`src/rtl/uart_apb_initiator_if.sv`:
```
// rtl/uart_apb_initiator_if.sv - APB bus and byte-stream bundle for uart_apb_initiator
//
// Groups the APB initiator pins, the tx/rx byte streams and the error/status
// sideband into one bundle.
//   master : initiator view (drives PSEL/PENABLE/PWRITE/PADDR/PWDATA,
//            tx_ready, rx_data/rx_valid, err_flags, init_done)
//   slave  : peripheral + console view (drives PRDATA/PREADY/PSLVERR,
//            tx_data/tx_valid, rx_ready, err_clr)
interface uart_apb_initiator_if;
  logic       PSEL;
  logic       PENABLE;
  logic       PWRITE;
  logic [4:0] PADDR;
  logic [7:0] PWDATA;
  logic [7:0] PRDATA;
  logic       PREADY;
  logic       PSLVERR;
  logic [7:0] tx_data;
  logic       tx_valid;
  logic       tx_ready;
  logic [7:0] rx_data;
  logic       rx_valid;
  logic       rx_ready;
  logic [3:0] err_flags;
  logic       err_clr;
  logic       init_done;

  modport master (
    output PSEL, PENABLE, PWRITE, PADDR, PWDATA,
    input  PRDATA, PREADY, PSLVERR,
    input  tx_data, tx_valid,
    output tx_ready,
    output rx_data, rx_valid,
    input  rx_ready,
    output err_flags, init_done,
    input  err_clr
  );

  modport slave (
    input  PSEL, PENABLE, PWRITE, PADDR, PWDATA,
    output PRDATA, PREADY, PSLVERR,
    output tx_data, tx_valid,
    input  tx_ready,
    input  rx_data, rx_valid,
    output rx_ready,
    input  err_flags, init_done,
    output err_clr
  );
endinterface

```
`src/rtl/uart_apb_initiator.sv`:
```
// rtl/uart_apb_initiator.sv - APB initiator that configures and services the UART peripheral
//
// Ports:
//   PCLK     : clock, rising edge
//   PRESETN  : asynchronous active-low reset
//   bus      : uart_apb_initiator_if.master - APB initiator pins, tx/rx byte
//              streams, sticky err_flags {pslverr, framing, overflow, parity},
//              err_clr and init_done
//
// Sequencer: CFG1 -> CFG2 -> POLL -> {RXR, TXW, POLL}; RXR/TXW return to POLL.
// Each state issues one APB transfer (SETUP, then ACCESS until PREADY).
module uart_apb_initiator #(
  parameter logic [7:0] BAUD_VALUE  = 8'd1,
  parameter logic [7:0] CTRL2_VALUE = 8'h01
) (
  input logic                  PCLK,
  input logic                  PRESETN,
  uart_apb_initiator_if.master bus
);

  localparam logic [4:0] ADDR_TXDATA = 5'h00;
  localparam logic [4:0] ADDR_RXDATA = 5'h04;
  localparam logic [4:0] ADDR_CTRL1  = 5'h08;
  localparam logic [4:0] ADDR_CTRL2  = 5'h0C;
  localparam logic [4:0] ADDR_STATUS = 5'h10;

  typedef enum logic [2:0] {ST_CFG1, ST_CFG2, ST_POLL, ST_TXW, ST_RXR} state_t;
  // PH_IDLE exists only for the single cycle after reset, so the bus is quiet
  // while PRESETN is low and the first SETUP lands in the first cycle after.
  typedef enum logic [1:0] {PH_IDLE, PH_SETUP, PH_ACCESS} phase_t;

  state_t     r_state, w_state_nxt;
  phase_t     r_phase, w_phase_nxt;
  logic [7:0] r_tx_data;
  logic       r_tx_full;
  logic [7:0] r_rx_data;
  logic       r_rx_valid;
  logic [3:0] r_err_flags;
  logic       r_init_done;

  logic       w_active;
  logic       w_done;
  logic       w_tx_accept;
  logic       w_rx_take;
  logic [3:0] w_err_set;

  assign w_active    = (r_phase != PH_IDLE);
  assign w_done      = (r_phase == PH_ACCESS) && bus.PREADY;
  assign w_tx_accept = bus.tx_valid && !r_tx_full;
  assign w_rx_take   = r_rx_valid && bus.rx_ready;

  // STATUS error bits only count when the sampled read really was STATUS.
  assign w_err_set = {w_done && bus.PSLVERR,
                      (w_done && (r_state == ST_POLL)) ? bus.PRDATA[4:2] : 3'b000};

  always_ff @(posedge PCLK or negedge PRESETN) begin
    if (!PRESETN) begin
      r_state <= ST_CFG1;
      r_phase <= PH_IDLE;
    end else begin
      r_state <= w_state_nxt;
      r_phase <= w_phase_nxt;
    end
  end

  always_comb begin
    w_state_nxt = r_state;
    w_phase_nxt = r_phase;
    case (r_phase)
      PH_IDLE:  w_phase_nxt = PH_SETUP;
      PH_SETUP: w_phase_nxt = PH_ACCESS;
      PH_ACCESS: begin
        if (bus.PREADY) begin
          w_phase_nxt = PH_SETUP;
          case (r_state)
            ST_CFG1: w_state_nxt = ST_CFG2;
            ST_CFG2: w_state_nxt = ST_POLL;
            ST_POLL: begin
              // RX first: an unread byte in the UART can be overwritten.
              if (bus.PRDATA[1] && !r_rx_valid)
                w_state_nxt = ST_RXR;
              else if (bus.PRDATA[0] && r_tx_full)
                w_state_nxt = ST_TXW;
              else
                w_state_nxt = ST_POLL;
            end
            default: w_state_nxt = ST_POLL;
          endcase
        end
      end
      default: w_phase_nxt = PH_IDLE;
    endcase
  end

  // Address/direction/data derive from the state register only, so they hold
  // steady for the whole SETUP..ACCESS span of a transfer.
  always_comb begin
    bus.PSEL    = w_active;
    bus.PENABLE = (r_phase == PH_ACCESS);
    bus.PWRITE  = 1'b0;
    bus.PADDR   = 5'h00;
    bus.PWDATA  = 8'h00;
    if (w_active) begin
      case (r_state)
        ST_CFG1: begin bus.PWRITE = 1'b1; bus.PADDR = ADDR_CTRL1; bus.PWDATA = BAUD_VALUE;  end
        ST_CFG2: begin bus.PWRITE = 1'b1; bus.PADDR = ADDR_CTRL2; bus.PWDATA = CTRL2_VALUE; end
        ST_TXW:  begin bus.PWRITE = 1'b1; bus.PADDR = ADDR_TXDATA; bus.PWDATA = r_tx_data;  end
        ST_RXR:  bus.PADDR = ADDR_RXDATA;
        default: bus.PADDR = ADDR_STATUS;
      endcase
    end
  end

  always_ff @(posedge PCLK or negedge PRESETN) begin
    if (!PRESETN) begin
      r_tx_data   <= 8'h00;
      r_tx_full   <= 1'b0;
      r_rx_data   <= 8'h00;
      r_rx_valid  <= 1'b0;
      r_err_flags <= 4'h0;
      r_init_done <= 1'b0;
    end else begin
      // tx_ready is low while full, so accept and TXW drain never coincide.
      if (w_tx_accept) begin
        r_tx_data <= bus.tx_data;
        r_tx_full <= 1'b1;
      end else if (w_done && (r_state == ST_TXW)) begin
        r_tx_full <= 1'b0;
      end

      // RXR is only entered with rx_valid low, so load and take are exclusive.
      if (w_done && (r_state == ST_RXR)) begin
        r_rx_data  <= bus.PRDATA;
        r_rx_valid <= 1'b1;
      end else if (w_rx_take) begin
        r_rx_valid <= 1'b0;
      end

      // A new error on the clearing edge survives the clear.
      r_err_flags <= (bus.err_clr ? 4'h0 : r_err_flags) | w_err_set;

      if (w_done && (r_state == ST_CFG2))
        r_init_done <= 1'b1;
    end
  end

  assign bus.tx_ready  = !r_tx_full;
  assign bus.rx_data   = r_rx_data;
  assign bus.rx_valid  = r_rx_valid;
  assign bus.err_flags = r_err_flags;
  assign bus.init_done = r_init_done;

endmodule

```
`src/flat_wrapper.sv`:
```
// flat-port wrapper written by rule: the top's interface ports become plain ports
module uart_apb_initiator_flat 
#(
  parameter logic [7:0] BAUD_VALUE  = 8'd1,
  parameter logic [7:0] CTRL2_VALUE = 8'h01
)
  (PCLK, PRESETN, bus_PSEL, bus_PENABLE, bus_PWRITE, bus_PADDR, bus_PWDATA, bus_PRDATA, bus_PREADY, bus_PSLVERR, bus_tx_data, bus_tx_valid, bus_tx_ready, bus_rx_data, bus_rx_valid, bus_rx_ready, bus_err_flags, bus_init_done, bus_err_clr);
  uart_apb_initiator_if bus_i ();
  input logic PCLK;
  input logic PRESETN;
  output wire logic [$bits(bus_i.PSEL)-1:0] bus_PSEL;
  output wire logic [$bits(bus_i.PENABLE)-1:0] bus_PENABLE;
  output wire logic [$bits(bus_i.PWRITE)-1:0] bus_PWRITE;
  output wire logic [$bits(bus_i.PADDR)-1:0] bus_PADDR;
  output wire logic [$bits(bus_i.PWDATA)-1:0] bus_PWDATA;
  input wire logic [$bits(bus_i.PRDATA)-1:0] bus_PRDATA;
  input wire logic [$bits(bus_i.PREADY)-1:0] bus_PREADY;
  input wire logic [$bits(bus_i.PSLVERR)-1:0] bus_PSLVERR;
  input wire logic [$bits(bus_i.tx_data)-1:0] bus_tx_data;
  input wire logic [$bits(bus_i.tx_valid)-1:0] bus_tx_valid;
  output wire logic [$bits(bus_i.tx_ready)-1:0] bus_tx_ready;
  output wire logic [$bits(bus_i.rx_data)-1:0] bus_rx_data;
  output wire logic [$bits(bus_i.rx_valid)-1:0] bus_rx_valid;
  input wire logic [$bits(bus_i.rx_ready)-1:0] bus_rx_ready;
  output wire logic [$bits(bus_i.err_flags)-1:0] bus_err_flags;
  output wire logic [$bits(bus_i.init_done)-1:0] bus_init_done;
  input wire logic [$bits(bus_i.err_clr)-1:0] bus_err_clr;
  assign bus_PSEL = bus_i.PSEL;
  assign bus_PENABLE = bus_i.PENABLE;
  assign bus_PWRITE = bus_i.PWRITE;
  assign bus_PADDR = bus_i.PADDR;
  assign bus_PWDATA = bus_i.PWDATA;
  assign bus_i.PRDATA = bus_PRDATA;
  assign bus_i.PREADY = bus_PREADY;
  assign bus_i.PSLVERR = bus_PSLVERR;
  assign bus_i.tx_data = bus_tx_data;
  assign bus_i.tx_valid = bus_tx_valid;
  assign bus_tx_ready = bus_i.tx_ready;
  assign bus_rx_data = bus_i.rx_data;
  assign bus_rx_valid = bus_i.rx_valid;
  assign bus_i.rx_ready = bus_rx_ready;
  assign bus_err_flags = bus_i.err_flags;
  assign bus_init_done = bus_i.init_done;
  assign bus_i.err_clr = bus_err_clr;
  uart_apb_initiator #(.BAUD_VALUE(BAUD_VALUE), .CTRL2_VALUE(CTRL2_VALUE)) u_core (.PCLK(PCLK), .PRESETN(PRESETN), .bus(bus_i));
endmodule
```
`config.mk`:
```
export PLATFORM = sky130hd
export DESIGN_NAME = uart_apb_initiator_flat
export DESIGN_NICKNAME = d
export VERILOG_FILES = /design/src/rtl/uart_apb_initiator_if.sv /design/src/rtl/uart_apb_initiator.sv /design/src/flat_wrapper.sv
export SDC_FILE = /design/constraint.sdc
export NUM_CORES = 1
export LEC_CHECK = 0
export ABC_AREA = 1
export CAP_MARGIN = 20
export CORE_ASPECT_RATIO = 0.9
export CORE_UTILIZATION = 45
export DETAILED_ROUTE_END_ITERATION = 10
export PLACE_DENSITY = 0.91
export SLEW_MARGIN = 20
export SYNTH_ARGS = -nofsm -noshare
export SYNTH_HDL_FRONTEND = slang
export SYNTH_SLANG_ARGS = --single-unit
```
`constraint.sdc`:
```
create_clock -name PCLK -period 2.1 [get_ports PCLK]
set_input_delay 0.21 -clock PCLK [delete_from_list [all_inputs] [get_ports PCLK]]
set_output_delay 0.21 -clock PCLK [all_outputs]
set_load 0.1 [all_outputs]
```
==> results of run 1 <==
## cell type report
cell class | instances | area, um^2 | area share [%]
clock inverter | 1 | 30.0 | 1.46
clock buffer | 3 | 22.5 | 1.10
inverter | 12 | 45.0 | 2.19
multi-input combinational | 124 | 612 | 29.8
tap | 40 | 50.0 | 2.43
sequential | 28 | 701 | 34.1
timing repair buffer | 52 | 596 | 29.0
## metrics by stage
stage / setup slack (ns) / cells / hold slack [ns] / TNS, ns
4_1_cts: 0.0797 / 260 / 0.252 / 0
3_5_place_dp: 0.466 / 256 / 0.462 / 0
5_1_grt: 0.0213 / 260 / 0.261 / 0
3_3_place_gp: 0.592 / 256 / 0.456 / 0
6_report: 0.113 / 260 / 0.239 / 0
2_1_floorplan: -0.0806 / 167 / -0.0856 / -0.193
## state kept, by name (all words and copies together), names as in the netlist
signal	flops
u_core.r_state	3
u_core.bus.rx_valid	1
u_core.bus.err_flags	4
u_core.bus.init_done	1
u_core.r_tx_data	8
u_core.r_tx_full	1
u_core.bus.rx_data	8
u_core.r_phase	2
## critical path, stage by stage (launching register included)
cell	delay, ns
dfrtp_1	0.46
nand2_1	0.07
nor2_1	0.14
inv_1	0.30
a21oi_2	0.28
buf_12	0.20
## synth_stat cells
| cell | count | share of area (%) |
|---|---|---|
| nand2_1 | 83 | 24 |
| dfrtp_1 | 28 | 53 |
| nor2_1 | 14 | 4.0 |
| inv_1 | 10 | 2.9 |
| nand3_1 | 9 | 3.4 |
| a21oi_1 | 4 | 1.5 |
| o21ai_0 | 3 | 1.1 |
| buf_4 | 2 | 1.1 |
| nor2_4 | 2 | 1.7 |
| buf_2 | 1 | 0.38 |
| clkinv_1 | 1 | 0.29 |
| conb_1 | 1 | 0.29 |
| inv_2 | 1 | 0.29 |
| nand2_2 | 1 | 0.48 |
| nand2_4 | 1 | 0.86 |
| nand3_4 | 1 | 1.3 |
| nor2_2 | 1 | 0.48 |
| nor2_8 | 1 | 1.5 |
| nor3_1 | 1 | 0.38 |
| o21bai_1 | 1 | 0.57 |
## path summary, 6_finish.rpt
check                                                     start                           endpoint  slack [ns]  depth (start not counted)
max in group asynchronous                               PRESETN  u_core.bus.rx_data[3]$_DFFE_PN0P_        1.60                          2
worst max-delay path              u_core.r_state[1]$_DFFE_PN0N_                         bus_PWRITE        0.11                          5
worst min-delay path                                    PRESETN   u_core.bus.init_done$_DFFE_PN0P_        0.24                          2
min in group PCLK                                 bus_PRDATA[6]  u_core.bus.rx_data[6]$_DFFE_PN0P_        0.39                          3
worst min register to register  u_core.r_tx_data[2]$_DFFE_PN0P_    u_core.r_tx_data[2]$_DFFE_PN0P_        0.49                          2
worst max register to register    u_core.r_state[1]$_DFFE_PN0N_  u_core.bus.rx_data[1]$_DFFE_PN0P_        0.87                          5
## metal layers
metal / GRT usage [%] / vias to the layer above / routed length (um) / part of all wire (%)
li1: - / 614 / - / -
met5: 0 / - / 0 / 0
met3: 3.18 / 4 / 195 / 6.4
met4: 7.94 / 0 / 21 / 0.69
met2: 36.7 / 47 / 1470 / 48
met1: 29.8 / 587 / 1350 / 44
## cell families after synthesis
| kind of cell | after synthesis | share of synthesized area, % |
|---|---|---|
| compound gates | 8 | 3.25 |
| simple gates | 114 | 38.0 |
| other cells | 1 | 0.286 |
| flops | 28 | 53.5 |
| buf+inv | 15 | 4.97 |
==> results.md, run 1 <==
- Final #Nets: around 240
- # hold bufs at CTS: 0
- TritonCTS clock tree: built
- Register area share after synthesis: between 50 and 60%
- Worst-Margin Slew: 0.617 ns
- Vias/cell: about 4.8
- Total GRT Usage: 22.2%
- Cts bufs inserted: 3
- Post-route DRC: 0
- Setup bufs post-CTS: 0
- Initial Utilization: 47.7%
- Most frequent cells in the layout: nand2_1 (83), dfrtp_1 (28), clkdlybuf4s50_1 (22), buf_4 (18), buf_12 (12)
- Count of warnings emitted by yosys: 0
- Largest net degree at the start of global routing: 29
- # IOs: 54
- Slew margin rel.: 58.8%
- Final Cycle Share: about 95%
- Hold Vio Cnt, Final: 0
- Crit-path max FO: 8
- Final setup viols: 0
- Fraction of layout cells with a size suffix above 1: around 24%
- Cell area after layout: a little over 2000 um^2
- Die Wd: 58.9 um
- Total Wirelength: 3.04 mm
- Syn avg cell area: between 7 and 8 um^2
- Synth Register Bits: 28
- Full die area: between 3000 and 4000 um^2
- Synth-to-layout area growth: 56.9%
- H-tree Lvls: 1
- CP Class: flip-flop to output pin
- WP data required: 1.89 ns
- Slew Limit Fails: 0
- Filler cells: 220
- Crit path capture type: output pin
- Antenna violations before repair: 0
- Core Box Area: between 2000 and 3000 um^2
- GRT Residual Overflow: 0
- Clock transition at path regs: 0.15 ns
- Port-buffer cells: 51
- # resized after CTS: 0
- Placed Instance Area: between 2000 and 2500 um^2
- Vias in the first global route: around 1.2k
- Layout Skew: 0.00693 ns
- Gpl congestion: 0.833
- Most common cell after layout, fill and taps aside: nand2_1
- Worst Path Arrival: 1.78 ns
- Max Clk Rate: ~0.5 GHz
- First-pass GRT wire length: 5.13 mm
- Hold crit path type: input pin to asynchronous set/reset pin
- # diodes: 0
- Clk_lat worst skew: roughly 0.33 ns
- Total iterations of the first detailed-routing run: 4
- Run status: completed
- Unrepaired setup endpoints after global routing: false
- Finished Core Util: between 70% and 80%
- Initial DRC Count: 40
- CTS Sinks: 28
- Die Ht: 53.2 um
- Post-synthesis cell area: between 1000 and 1500 um^2
- Crit path launch type: flip-flop
- Clock buffer depth: 2
- Drt wl/cell: between 10 and 15 um
- Final ANT Viol Nets: 0
- Min Tclk post-route: between 1.5 and 2 ns
- Post-DP HPWL: between 2 and 2.5 mm
- Mapped Cells: roughly 170
- Rows: 18
- Root Driver: clkbuf_4
- Yosys cell types: 20
- Via count: about 1.3k
- MaxCap Viol Count: 0
Power of run 1 is not shown: default switching activity piles up to over one toggle a cycle in this logic, so the estimate is an artifact.
==> run 2, diff against run 1 <==
- CAP_MARGIN: 20 -> 30
- CTS_BUF_LIST: not set -> sky130_fd_sc_hd__clkbuf_16
==> results.md, run 2 (synthesized netlist as in run 1, its figures left out) <==
- Run status: completed
- # diodes: 0 (unchanged)
- Worst path buffer plus inverter count: 2 (unchanged)
- CP top delay family: buffers and inverters
- Unrepaired setup endpoints after global routing: false
- Initial DRC Count: 55 (+38%)
- Total Wirelength: 3.38 mm (+11%)
- Core Box Area: 2750 um^2 (unchanged)
- Worst Path Arrival: 1.80 ns (+0.02 ns)
- Post-DP HPWL: 2.45 mm (unchanged)
- CP peak stage delay: 0.45 ns (about the same)
- Final ANT Viol Nets: 0 (unchanged)
- CP Class: flip-flop to output pin
- Antenna violations before repair: 0 (unchanged)
- Setup bufs post-CTS: 0 (unchanged)
- TritonCTS clock tree: built
- Crit-path max FO: 8 (unchanged)
- Most common cell after layout, fill and taps aside: nand2_1
- Final #Nets: 244 (unchanged)
- Drt wl/cell: 13.0 um (+11%)
- Clock buffer depth: 2 (unchanged)
- Rows: 18 (unchanged)
- Root Driver: clkbuf_16
- Synth-to-layout area growth: 60.9%
- Finished Core Util: 76.7% (+1.9 points)
- Initial Utilization: 47.7% (unchanged)
- Hold Vio Cnt, Final: 0 (unchanged)
- Most frequent cells in the layout: nand2_1 (83), dfrtp_1 (28), clkdlybuf4s50_1 (22), buf_4 (18), buf_12 (12)
- Post-route DRC: 0 (unchanged)
- Hold crit path type: input pin to asynchronous set/reset pin
- Min Tclk post-route: 2.01 ns (+0.0210 ns)
- Full die area: 3130 um^2 (unchanged)
- Total iterations of the first detailed-routing run: 5 (+1)
- Die Wd: 58.9 um (unchanged)
- Final setup viols: 0 (unchanged)
- Crit path capture type: output pin
- Max Clk Rate: 0.498 GHz (-1.0%)
- Crit-path slowest cell: dfrtp_1
- H-tree Lvls: 1 (unchanged)
- Final Cycle Share: 95.6% (+1.0 points)
- # IOs: 54 (unchanged)
- Slew margin rel.: 58.3% (-0.47 points)
- CTS Sinks: 28 (unchanged)
- Total GRT Usage: 24.6% (+2.4 points)
- Port-buffer cells: 51 (unchanged)
- Vias/cell: 5.05 (+4.8%)
- Cts bufs inserted: 3 (unchanged)
- Filler cells: 202 (-8.2%)
- Crit-path cells: nand2_1, nor2_1, inv_1, a21oi_2, buf_12
- Die Ht: 53.2 um (unchanged)
- Slew Limit Fails: 0 (unchanged)
- Via count: 1312 (+4.8%)
- Crit path launch type: flip-flop
- Clock transition at path regs: 0.07 ns (-0.08 ns)
- # hold bufs at CTS: 0 (unchanged)
- Fraction of layout cells with a size suffix above 1: 24.1% (unchanged)
- Crit. path cell count: 5 (unchanged)
- Layout Skew: 0.00156 ns (-0.00537 ns)
- R2R cell count: 5 (unchanged)
- WP data required: 1.89 ns (about the same)
- Largest net degree at the start of global routing: 29 (unchanged)
- Worst-Margin Slew: 0.625 ns (+0.00707 ns)
- # resized after CTS: 0 (unchanged)
- Vias in the first global route: 1220 (+3.4%)
- GRT Residual Overflow: 0 (unchanged)
- Clk_lat worst skew: 0.26 ns (-0.07 ns)
- MaxCap Viol Count: 0 (unchanged)
- Gpl congestion: 0.833 (unchanged)
- First-pass GRT wire length: 5.59 mm (+8.9%)
## run 2: path summary, 6_finish.rpt
check	slack [ns]	end	start
max in group asynchronous	1.52	u_core.r_phase[0]$_DFFE_PN0P_	PRESETN
setup / recovery	0.09	bus_PWRITE	u_core.r_state[1]$_DFFE_PN0N_
setup reg to reg	0.85	u_core.bus.rx_data[1]$_DFFE_PN0P_	u_core.r_state[1]$_DFFE_PN0N_
hold reg to reg	0.48	u_core.bus.rx_data[0]$_DFFE_PN0P_	u_core.bus.rx_data[0]$_DFFE_PN0P_
hold / removal	0.32	u_core.bus.init_done$_DFFE_PN0P_	PRESETN
min in group PCLK	0.48	u_core.bus.rx_data[6]$_DFFE_PN0P_	bus_PRDATA[6]
## run 2: layout make-up
type,instances,area (um^2),share of cell area [%]
Multi-Input combinational cell,124,612,29.0
Timing Repair Buffer,52,596,28.2
Clock buffer,3,75.1,3.56
Sequential cell,28,701,33.2
Clock inverter,1,30.0,1.42
Inverter,12,45.0,2.14
Tap cell,40,50.0,2.37
## run 2: metal layers
| metal | wire, um | global-route usage, % | share of wire, % | vias up |
|---|---|---|---|---|
| li1 | - | - | - | 615 |
| met1 | 1400 | 31.0 | 41 | 614 |
| met2 | 1660 | 41.3 | 49 | 74 |
| met3 | 265 | 5.13 | 7.8 | 9 |
| met4 | 59 | 10.3 | 1.7 | 0 |
| met5 | 0 | 0 | 0 | - |
## run 2: per-stage QoR
step                TNS [ns]  area [um^2]  worst slack (ns)  std cells  hold WS (ns)
global placement           0         2000             0.592        256         0.456
floorplan             -0.193         1380           -0.0806        167       -0.0856
CTS                        0         2110             0.117        260         0.342
detailed placement         0         2000             0.466        256         0.462
global route               0         2110            0.0169        260         0.351
finish                     0         2110            0.0919        260         0.324
Power of run 2 is left out for the same reason.
